<file path="src/rtl/spi_master_pkg.sv">
// Shared definitions for wb_spi_master: register map, bit positions, FSM encoding.
// Loopback support is compiled in by defining SPI_MASTER_LOOPBACK_EN.
package spi_master_pkg;

  localparam logic [1:0] ADR_CTRL   = 2'd0;
  localparam logic [1:0] ADR_DIV    = 2'd1;
  localparam logic [1:0] ADR_DATA   = 2'd2;
  localparam logic [1:0] ADR_STATUS = 2'd3;

  localparam int CTRL_EN   = 0;
  localparam int CTRL_CPOL = 1;
  localparam int CTRL_CPHA = 2;
  localparam int CTRL_CS   = 3;
  localparam int CTRL_IE   = 4;
  localparam int CTRL_LOOP = 5;

  localparam int ST_BUSY = 0;
  localparam int ST_DONE = 1;
  localparam int ST_OVR  = 2;

  localparam int RST_DIV_DEFAULT = 4;

  typedef enum logic [1:0] {
    S_IDLE   = 2'd0,
    S_SHIFT  = 2'd1,
    S_FINISH = 2'd2
  } state_t;

endpackage

</file>
<file path="src/rtl/spi_master_clk_div.sv">
// SCLK timebase: free-running while a transfer is active, held at zero otherwise,
// emitting a one-cycle tick every DIV+1 clocks.
module spi_clk_div
  import spi_master_pkg::*;
#(
  parameter int DIV_W = 16
) (
  input  logic             i_clk,
  input  logic             i_rst,
  input  logic             i_run,
  input  logic [DIV_W-1:0] i_div,
  output logic             o_tick
);

  logic [DIV_W-1:0] r_cnt;
  logic             w_tick;

  assign w_tick = i_run && (r_cnt == i_div);
  assign o_tick = w_tick;

  // Clearing while idle means every transfer starts a full half-period from zero.
  always_ff @(posedge i_clk) begin
    if (i_rst) begin
      r_cnt <= '0;
    end else if (!i_run || w_tick) begin
      r_cnt <= '0;
    end else begin
      r_cnt <= r_cnt + {{(DIV_W-1){1'b0}}, 1'b1};
    end
  end

endmodule

</file>
<file path="src/rtl/wb_spi_master.sv">
// Wishbone-slave SPI master: mode 0-3, 8-bit MSB-first, programmable divider, level IRQ.
// Define SPI_MASTER_LOOPBACK_EN to implement CTRL.LOOP (mosi fed back to the sampler).
module wb_spi_master
  import spi_master_pkg::*;
#(
  parameter int               DIV_W   = 16,
  parameter logic [DIV_W-1:0] RST_DIV = DIV_W'(RST_DIV_DEFAULT)
) (
  input  logic        wb_clk_i,
  input  logic        wb_rst_i,
  input  logic        wbs_cyc_i,
  input  logic        wbs_stb_i,
  input  logic        wbs_we_i,
  input  logic [3:0]  wbs_sel_i,
  input  logic [31:0] wbs_adr_i,
  input  logic [31:0] wbs_dat_i,
  output logic        wbs_ack_o,
  output logic [31:0] wbs_dat_o,
  output logic        irq_o,
  output logic        spi_sclk,
  output logic        spi_mosi,
  output logic        spi_csb,
  input  logic        spi_miso
);

  state_t           r_state;
  state_t           w_state_n;
  logic             r_ack;
  logic [31:0]      r_dat;
  logic             r_irq;
  logic             r_en;
  logic             r_cpol;
  logic             r_cpha;
  logic             r_csb;
  logic             r_ie;
  logic [DIV_W-1:0] r_div;
  logic [7:0]       r_rx;
  logic             r_done;
  logic             r_ovr;
  logic             r_lat_cpol;
  logic             r_lat_cpha;
  logic [DIV_W-1:0] r_lat_div;
  logic [3:0]       r_edge;
  logic [7:0]       r_shreg;
  logic             r_samp;
  logic             r_mosi;
  logic             r_sclk;

  logic        w_req;
  logic        w_wr;
  logic        w_wr_ctrl;
  logic        w_wr_div;
  logic        w_wr_data;
  logic        w_wr_status;
  logic        w_busy;
  logic        w_start;
  logic        w_tick;
  logic        w_lead;
  logic        w_trail;
  logic        w_xfer_end;
  logic        w_miso;
  logic        w_loop_rd;
  logic        w_done_n;
  logic        w_ovr_n;
  logic        w_ie_n;
  logic [31:0] w_rd_data;
  logic        w_unused;

`ifdef SPI_MASTER_LOOPBACK_EN
  logic r_loop;
  assign w_loop_rd = r_loop;
  assign w_miso    = r_loop ? r_mosi : spi_miso;
`else
  assign w_loop_rd = 1'b0;
  assign w_miso    = spi_miso;
`endif

  assign w_req       = wbs_cyc_i & wbs_stb_i & ~r_ack;
  assign w_wr        = w_req & wbs_we_i & wbs_sel_i[0];
  assign w_wr_ctrl   = w_wr && (wbs_adr_i[3:2] == ADR_CTRL);
  assign w_wr_div    = w_wr && (wbs_adr_i[3:2] == ADR_DIV);
  assign w_wr_data   = w_wr && (wbs_adr_i[3:2] == ADR_DATA);
  assign w_wr_status = w_wr && (wbs_adr_i[3:2] == ADR_STATUS);
  assign w_busy      = (r_state != S_IDLE);
  assign w_start     = w_wr_data && !w_busy && r_en;
  assign w_unused    = &{1'b0, wbs_sel_i[3:1], wbs_adr_i, wbs_dat_i};

  assign wbs_ack_o = r_ack;
  assign wbs_dat_o = r_dat;
  assign irq_o     = r_irq;
  assign spi_sclk  = r_sclk;
  assign spi_mosi  = r_mosi;
  assign spi_csb   = r_csb;

  spi_clk_div #(.DIV_W(DIV_W)) u_clk_div (
    .i_clk  (wb_clk_i),
    .i_rst  (wb_rst_i),
    .i_run  (w_busy),
    .i_div  (r_lat_div),
    .o_tick (w_tick)
  );

  // FSM state register.
  always_ff @(posedge wb_clk_i) begin
    if (wb_rst_i) begin
      r_state <= S_IDLE;
    end else begin
      r_state <= w_state_n;
    end
  end

  // Next state and SCLK edge qualification; clearing EN aborts from any busy state.
  always_comb begin
    w_state_n  = r_state;
    w_lead     = 1'b0;
    w_trail    = 1'b0;
    w_xfer_end = 1'b0;
    case (r_state)
      S_IDLE: begin
        if (w_start) w_state_n = S_SHIFT;
        else         w_state_n = S_IDLE;
      end
      S_SHIFT: begin
        if (!r_en) begin
          w_state_n = S_IDLE;
        end else if (w_tick) begin
          w_lead  = ~r_edge[0];
          w_trail = r_edge[0];
          if (r_edge == 4'd15) w_state_n = S_FINISH;
          else                 w_state_n = S_SHIFT;
        end else begin
          w_state_n = S_SHIFT;
        end
      end
      S_FINISH: begin
        if (!r_en) begin
          w_state_n = S_IDLE;
        end else if (w_tick) begin
          w_xfer_end = 1'b1;
          w_state_n  = S_IDLE;
        end else begin
          w_state_n = S_FINISH;
        end
      end
      default: w_state_n = S_IDLE;
    endcase
  end

  // Read mux and next values of the sticky flags (completion wins over W1C).
  always_comb begin
    w_rd_data = 32'h0000_0000;
    case (wbs_adr_i[3:2])
      ADR_CTRL:   w_rd_data = {26'h0, w_loop_rd, r_ie, ~r_csb, r_cpha, r_cpol, r_en};
      ADR_DIV:    w_rd_data = 32'(r_div);
      ADR_DATA:   w_rd_data = {24'h0, r_rx};
      ADR_STATUS: w_rd_data = {29'h0, r_ovr, r_done, w_busy};
      default:    w_rd_data = 32'h0000_0000;
    endcase
    w_done_n = w_xfer_end | (r_done & ~(w_wr_status & wbs_dat_i[ST_DONE]));
    w_ovr_n  = (w_wr_data & w_busy) | (r_ovr & ~(w_wr_status & wbs_dat_i[ST_OVR]));
    if (w_wr_ctrl) w_ie_n = wbs_dat_i[CTRL_IE];
    else           w_ie_n = r_ie;
  end

  // Wishbone handshake, control registers and status flags.
  always_ff @(posedge wb_clk_i) begin
    if (wb_rst_i) begin
      r_ack  <= 1'b0;
      r_dat  <= 32'h0000_0000;
      r_irq  <= 1'b0;
      r_en   <= 1'b0;
      r_cpol <= 1'b0;
      r_cpha <= 1'b0;
      r_csb  <= 1'b1;
      r_ie   <= 1'b0;
      r_div  <= RST_DIV;
      r_rx   <= 8'h00;
      r_done <= 1'b0;
      r_ovr  <= 1'b0;
`ifdef SPI_MASTER_LOOPBACK_EN
      r_loop <= 1'b0;
`endif
    end else begin
      r_ack  <= w_req;
      r_dat  <= (w_req && !wbs_we_i) ? w_rd_data : 32'h0000_0000;
      r_done <= w_done_n;
      r_ovr  <= w_ovr_n;
      r_ie   <= w_ie_n;
      r_irq  <= w_done_n & w_ie_n;
      if (w_wr_ctrl) begin
        r_en   <= wbs_dat_i[CTRL_EN];
        r_cpol <= wbs_dat_i[CTRL_CPOL];
        r_cpha <= wbs_dat_i[CTRL_CPHA];
        r_csb  <= ~wbs_dat_i[CTRL_CS];
`ifdef SPI_MASTER_LOOPBACK_EN
        r_loop <= wbs_dat_i[CTRL_LOOP];
`endif
      end
      if (w_wr_div) r_div <= wbs_dat_i[DIV_W-1:0];
      if (w_xfer_end) r_rx <= r_shreg;
    end
  end

  // Shift datapath: mode bits and divider are frozen at start so mid-transfer writes wait.
  always_ff @(posedge wb_clk_i) begin
    if (wb_rst_i) begin
      r_lat_cpol <= 1'b0;
      r_lat_cpha <= 1'b0;
      r_lat_div  <= RST_DIV;
      r_edge     <= 4'd0;
      r_shreg    <= 8'h00;
      r_samp     <= 1'b0;
      r_mosi     <= 1'b0;
      r_sclk     <= 1'b0;
    end else begin
      if (w_start) begin
        r_lat_cpol <= r_cpol;
        r_lat_cpha <= r_cpha;
        r_lat_div  <= r_div;
        r_edge     <= 4'd0;
        r_shreg    <= wbs_dat_i[7:0];
        if (!r_cpha) r_mosi <= wbs_dat_i[7];
      end else if (w_lead) begin
        r_edge <= r_edge + 4'd1;
        if (r_lat_cpha) r_mosi <= r_shreg[7];
        else            r_samp <= w_miso;
      end else if (w_trail) begin
        r_edge <= r_edge + 4'd1;
        if (r_lat_cpha) begin
          r_shreg <= {r_shreg[6:0], w_miso};
        end else begin
          r_shreg <= {r_shreg[6:0], r_samp};
          r_mosi  <= r_shreg[6];
        end
      end

      if (w_lead || w_trail) begin
        r_sclk <= ~r_sclk;
      end else if (r_state == S_IDLE || w_state_n == S_IDLE) begin
        r_sclk <= r_cpol;
      end else if (r_state == S_FINISH) begin
        r_sclk <= r_lat_cpol;
      end else begin
        r_sclk <= r_sclk;
      end
    end
  end

endmodule
</file>
<file path="config.mk">
export PLATFORM = sky130hd
export DESIGN_NAME = wb_spi_master
export DESIGN_NICKNAME = d
export VERILOG_FILES = /design/src/rtl/spi_master_pkg.sv /design/src/rtl/spi_master_clk_div.sv /design/src/rtl/wb_spi_master.sv
export SDC_FILE = /design/constraint.sdc
export NUM_CORES = 1
export LEC_CHECK = 0
export ABC_AREA = 0
export ABC_CLOCK_PERIOD_IN_PS = 2600
export CAP_MARGIN = 30
export CORE_MARGIN = 2
export CORE_UTILIZATION = 49
export DETAILED_ROUTE_END_ITERATION = 8
export PLACE_DENSITY = 0.9
export SETUP_SLACK_MARGIN = 0.1
export SLEW_MARGIN = 10
export SYNTH_ARGS = -nofsm -noshare
export SYNTH_HDL_FRONTEND = slang
export SYNTH_SLANG_ARGS = --single-unit
export TNS_END_PERCENT = 1
</file>
<file path="constraint.sdc">
create_clock -name wb_clk_i -period 2.6 [get_ports wb_clk_i]
set_input_delay 0.26 -clock wb_clk_i [delete_from_list [all_inputs] [get_ports wb_clk_i]]
set_output_delay 0.26 -clock wb_clk_i [all_outputs]
set_load 0.01 [all_outputs]
</file>
==> metrics.cfg <==
[timing]
rsz0062_at_grt = no
tns_ns = 0
finalHoldViolations = 0
worst_slack_ns = 0.3328
worstMarginPinSlew_ns = 0.7459
max_freq_ghz = 0.4411
slew_headroom_pct = 50.27
setup_viol = 0
fin_skew_ns = 0.01198
period_minus_slack_ns = 2.267
fin_crit_sh_pct = 87.20
slew_violations = 0

[place]
place_ws_ns = 0.1704
place_congestion = 0.8345
portBuffers = 45
dp.cells = 623
dp_hpwl_um = 6818

[global_route]
antenna_found_initial = 0
grt_max_degree = 71
grt_pass1_wl_um = 16150
track_usage_pct = 20.71
overflow = 0
grt_pass1_vias = 3409

[layout]
layout_common_cells = dfxtp_1 (100), nand2_1 (82), nor2_1 (58)
diodes = 0
syn_to_final_growth_pct = 16.88
fin_util_pct = 58.39
nNetsFinal = 602
final_cells = 639
final_common_cell = dfxtp_1
drive_above_1_share_pct = 9.228

[hold_path]
worst_hold_path_type = in -> reg

[critical_path]
crit_chain = xnor2_1, nand4_1, nor4_4, buf_4, nand3_4, or3_1, a211oi_2
max_stage_delay_ns = 0.44
rrSetupSlack_ns = 0.33
startpoint_type = register
critPathKind = reg -> reg
cp-end-kind = register
cp_data_required_time_ns = 2.89
cp.arrival_ns = 2.56
critPathSlowestCell = dfxtp_1
cp_max_fo = 16

[pwr]
combPwrFrac_pct = 4.0
p_per_area_mw_per_mm2 = 549.6
ir_drop_mv = 0.2803
switching_share_pct = 21.04
p_switching_mw = 0.5801
seqPwrFrac_pct = 55.7
p_leak_nw = 1.715
intPower_mw = 2.178
pwr-share-clk_pct = 40.3

[run_status]
status = completed

[clock_tree]
cts_buffers = 9
clock_sinks = 100
cts_tree = done
clk_pin_slew_worst_paths_ns = 0.09
cts_setup_buffers = 0
root_buffer = clkbuf_8
clk_path_buf_depth = 2
cts-hold-fix-buffers = 0
clkLatencyLatePin_ns = 0.37
htreeDepth = 3

[yosys]
syn_inst = 485
yosys_warnings = 0
synth_edf_count = 0
yosys.cell_types.count = 50
synth_flop_cell = dfxtp_1
synth.ff_latch_count = 100
synth_area_per_cell_um2 = 8.851
synth-seq-area-share_pct = 46.63
syn_area_mm2 = 0.004293
async_reset_ff_share_pct = 0

[floorplan]
die_h_um = 97.60
initial_core_util_pct = 49.96
die_x_um = 97.60
boundaryPins = 111
num_rows = 34
coreArea_mm2 = 0.008593
dieArea_mm2 = 0.009526

[detailed_routing]
drc = 0
route.antenna.remaining_nets = 0
drt_iter0_markers = 173
viasPerCell = 5.399
vias = 3450
routed_wl_um = 9584
dr.pass1.iters = 5
wl_per_cell_um = 15.00

[run]
max_cap_viol_count = 0

[what timing repair did]
| item | 4_1_cts | 5_1_grt |
|---|---|---|
| endpoints found under the setup margin | 0 | 1 |
| hold endpoints to repair | 0 | 0 |
| gates resized for setup | 0 | 1 |
[layout make-up]
type                    instances  area [µm²]
fillers                       711        3576
flip-flops and latches        100        2002
inverters                       3       11.26
well taps                     108       135.1
multi-input cells             354        2091
clock buffers                  11       151.4
repair buffers                 58       543.0
clock inverters                 5       83.83
[synth_stat cells (all sizes together), types with 2 or more instances]
cell / count / area, µm²
nand2b: 3 / 18.77
mux2i: 16 / 160.2
nor3b: 3 / 27.52
and2: 11 / 70.07
xor2: 8 / 70.07
nand3: 5 / 37.54
a211oi: 4 / 35.03
mux4: 2 / 45.04
and3: 9 / 57.56
buf: 26 / 185.2
dfxtp: 100 / 2002
o21ai: 5 / 25.02
a31oi: 2 / 12.51
a2111oi: 7 / 100.1
a22oi: 3 / 22.52
inv: 3 / 11.26
o41ai: 2 / 25.03
a21oi: 40 / 200.2
nor2b: 10 / 62.56
nand2: 82 / 307.8
xnor2: 24 / 210.2
or3: 4 / 25.02
clkbuf: 17 / 63.81
nor3: 12 / 65.06
o21bai: 2 / 15.01
nor2: 59 / 224.0
nand4: 11 / 68.82
ha: 2 / 25.02
nand3b: 5 / 37.54
[per-layer routing]
metal,track usage [%],wire length (µm)
met1,24.88,3934
met2,35.86,4961
met3,5.108,489
met4,7.585,200
met5,0,0
[power by group through the flow]
stage | clock network [mW] | logic, mW | registers (mW)
floorplan | 0 | 0.0681 | 1.57
global placement | 0 | 0.106 | 1.57
CTS | 1.14 | 0.108 | 1.54
global route | 1.20 | 0.117 | 1.54
detailed placement | 0 | 0.107 | 1.57
finish | 1.11 | 0.109 | 1.54
[per-stage QoR]
stage               total power [mW]  hold WS, ns  instance area (µm²)
floorplan                      1.640       0.3844                 4349
global placement               1.678       0.4512                 4781
detailed placement             1.679       0.4596                 4781
CTS                            2.779       0.3973                 5016
global route                   2.854       0.4246                 5017
finish                         2.758       0.4051                 5017
[sequential cells by signal, summed over array words and instances, names as in the netlist, 2 cells and up]
| register | cells |
|---|---|
| r_lat_div | 16 |
| wbs_dat_o | 16 |
| r_shreg | 8 |
| r_div | 16 |
| r_rx | 8 |
| r_edge | 4 |
| u_clk_div.r_cnt | 16 |
| r_state | 2 |
[critical path: cells and delay by family (launching register included)]
kind,cells,cell delay [ns]
flops,1,0.44
compound gates,1,0.20
buf+inv,1,0.25
xor+xnor,1,0.17
simple gates,4,1.13
[final timing paths]
path                                  start                        end  depth (start not counted)
max          u_clk_div.r_cnt[10]$_SDFF_PP0_     r_edge[3]$_SDFFE_PP0P_                          7
min                                wb_rst_i    wbs_dat_o[1]$_SDFF_PP0_                          4
max reg2reg  u_clk_div.r_cnt[10]$_SDFF_PP0_     r_edge[3]$_SDFFE_PP0P_                          7
min reg2reg           r_div[0]$_SDFFE_PP0P_  r_lat_div[0]$_SDFFE_PP0N_                          2
[kinds of logic after synthesis]
family                     count (synthesis)  share of synthesized area [%]
xor gates and xnor gates                  32                          6.529
DFF                                      100                          46.63
adders and majority gates                  2                         0.5828
muxes                                     19                          5.042
AOI/OAI and AO/OA                         68                          10.81
buffers and inverters                     46                          6.062
and+or+nand+nor                          217                          24.25
other                                      1                        0.08735
No activity file was read; power rests on OpenSTA's default activity.
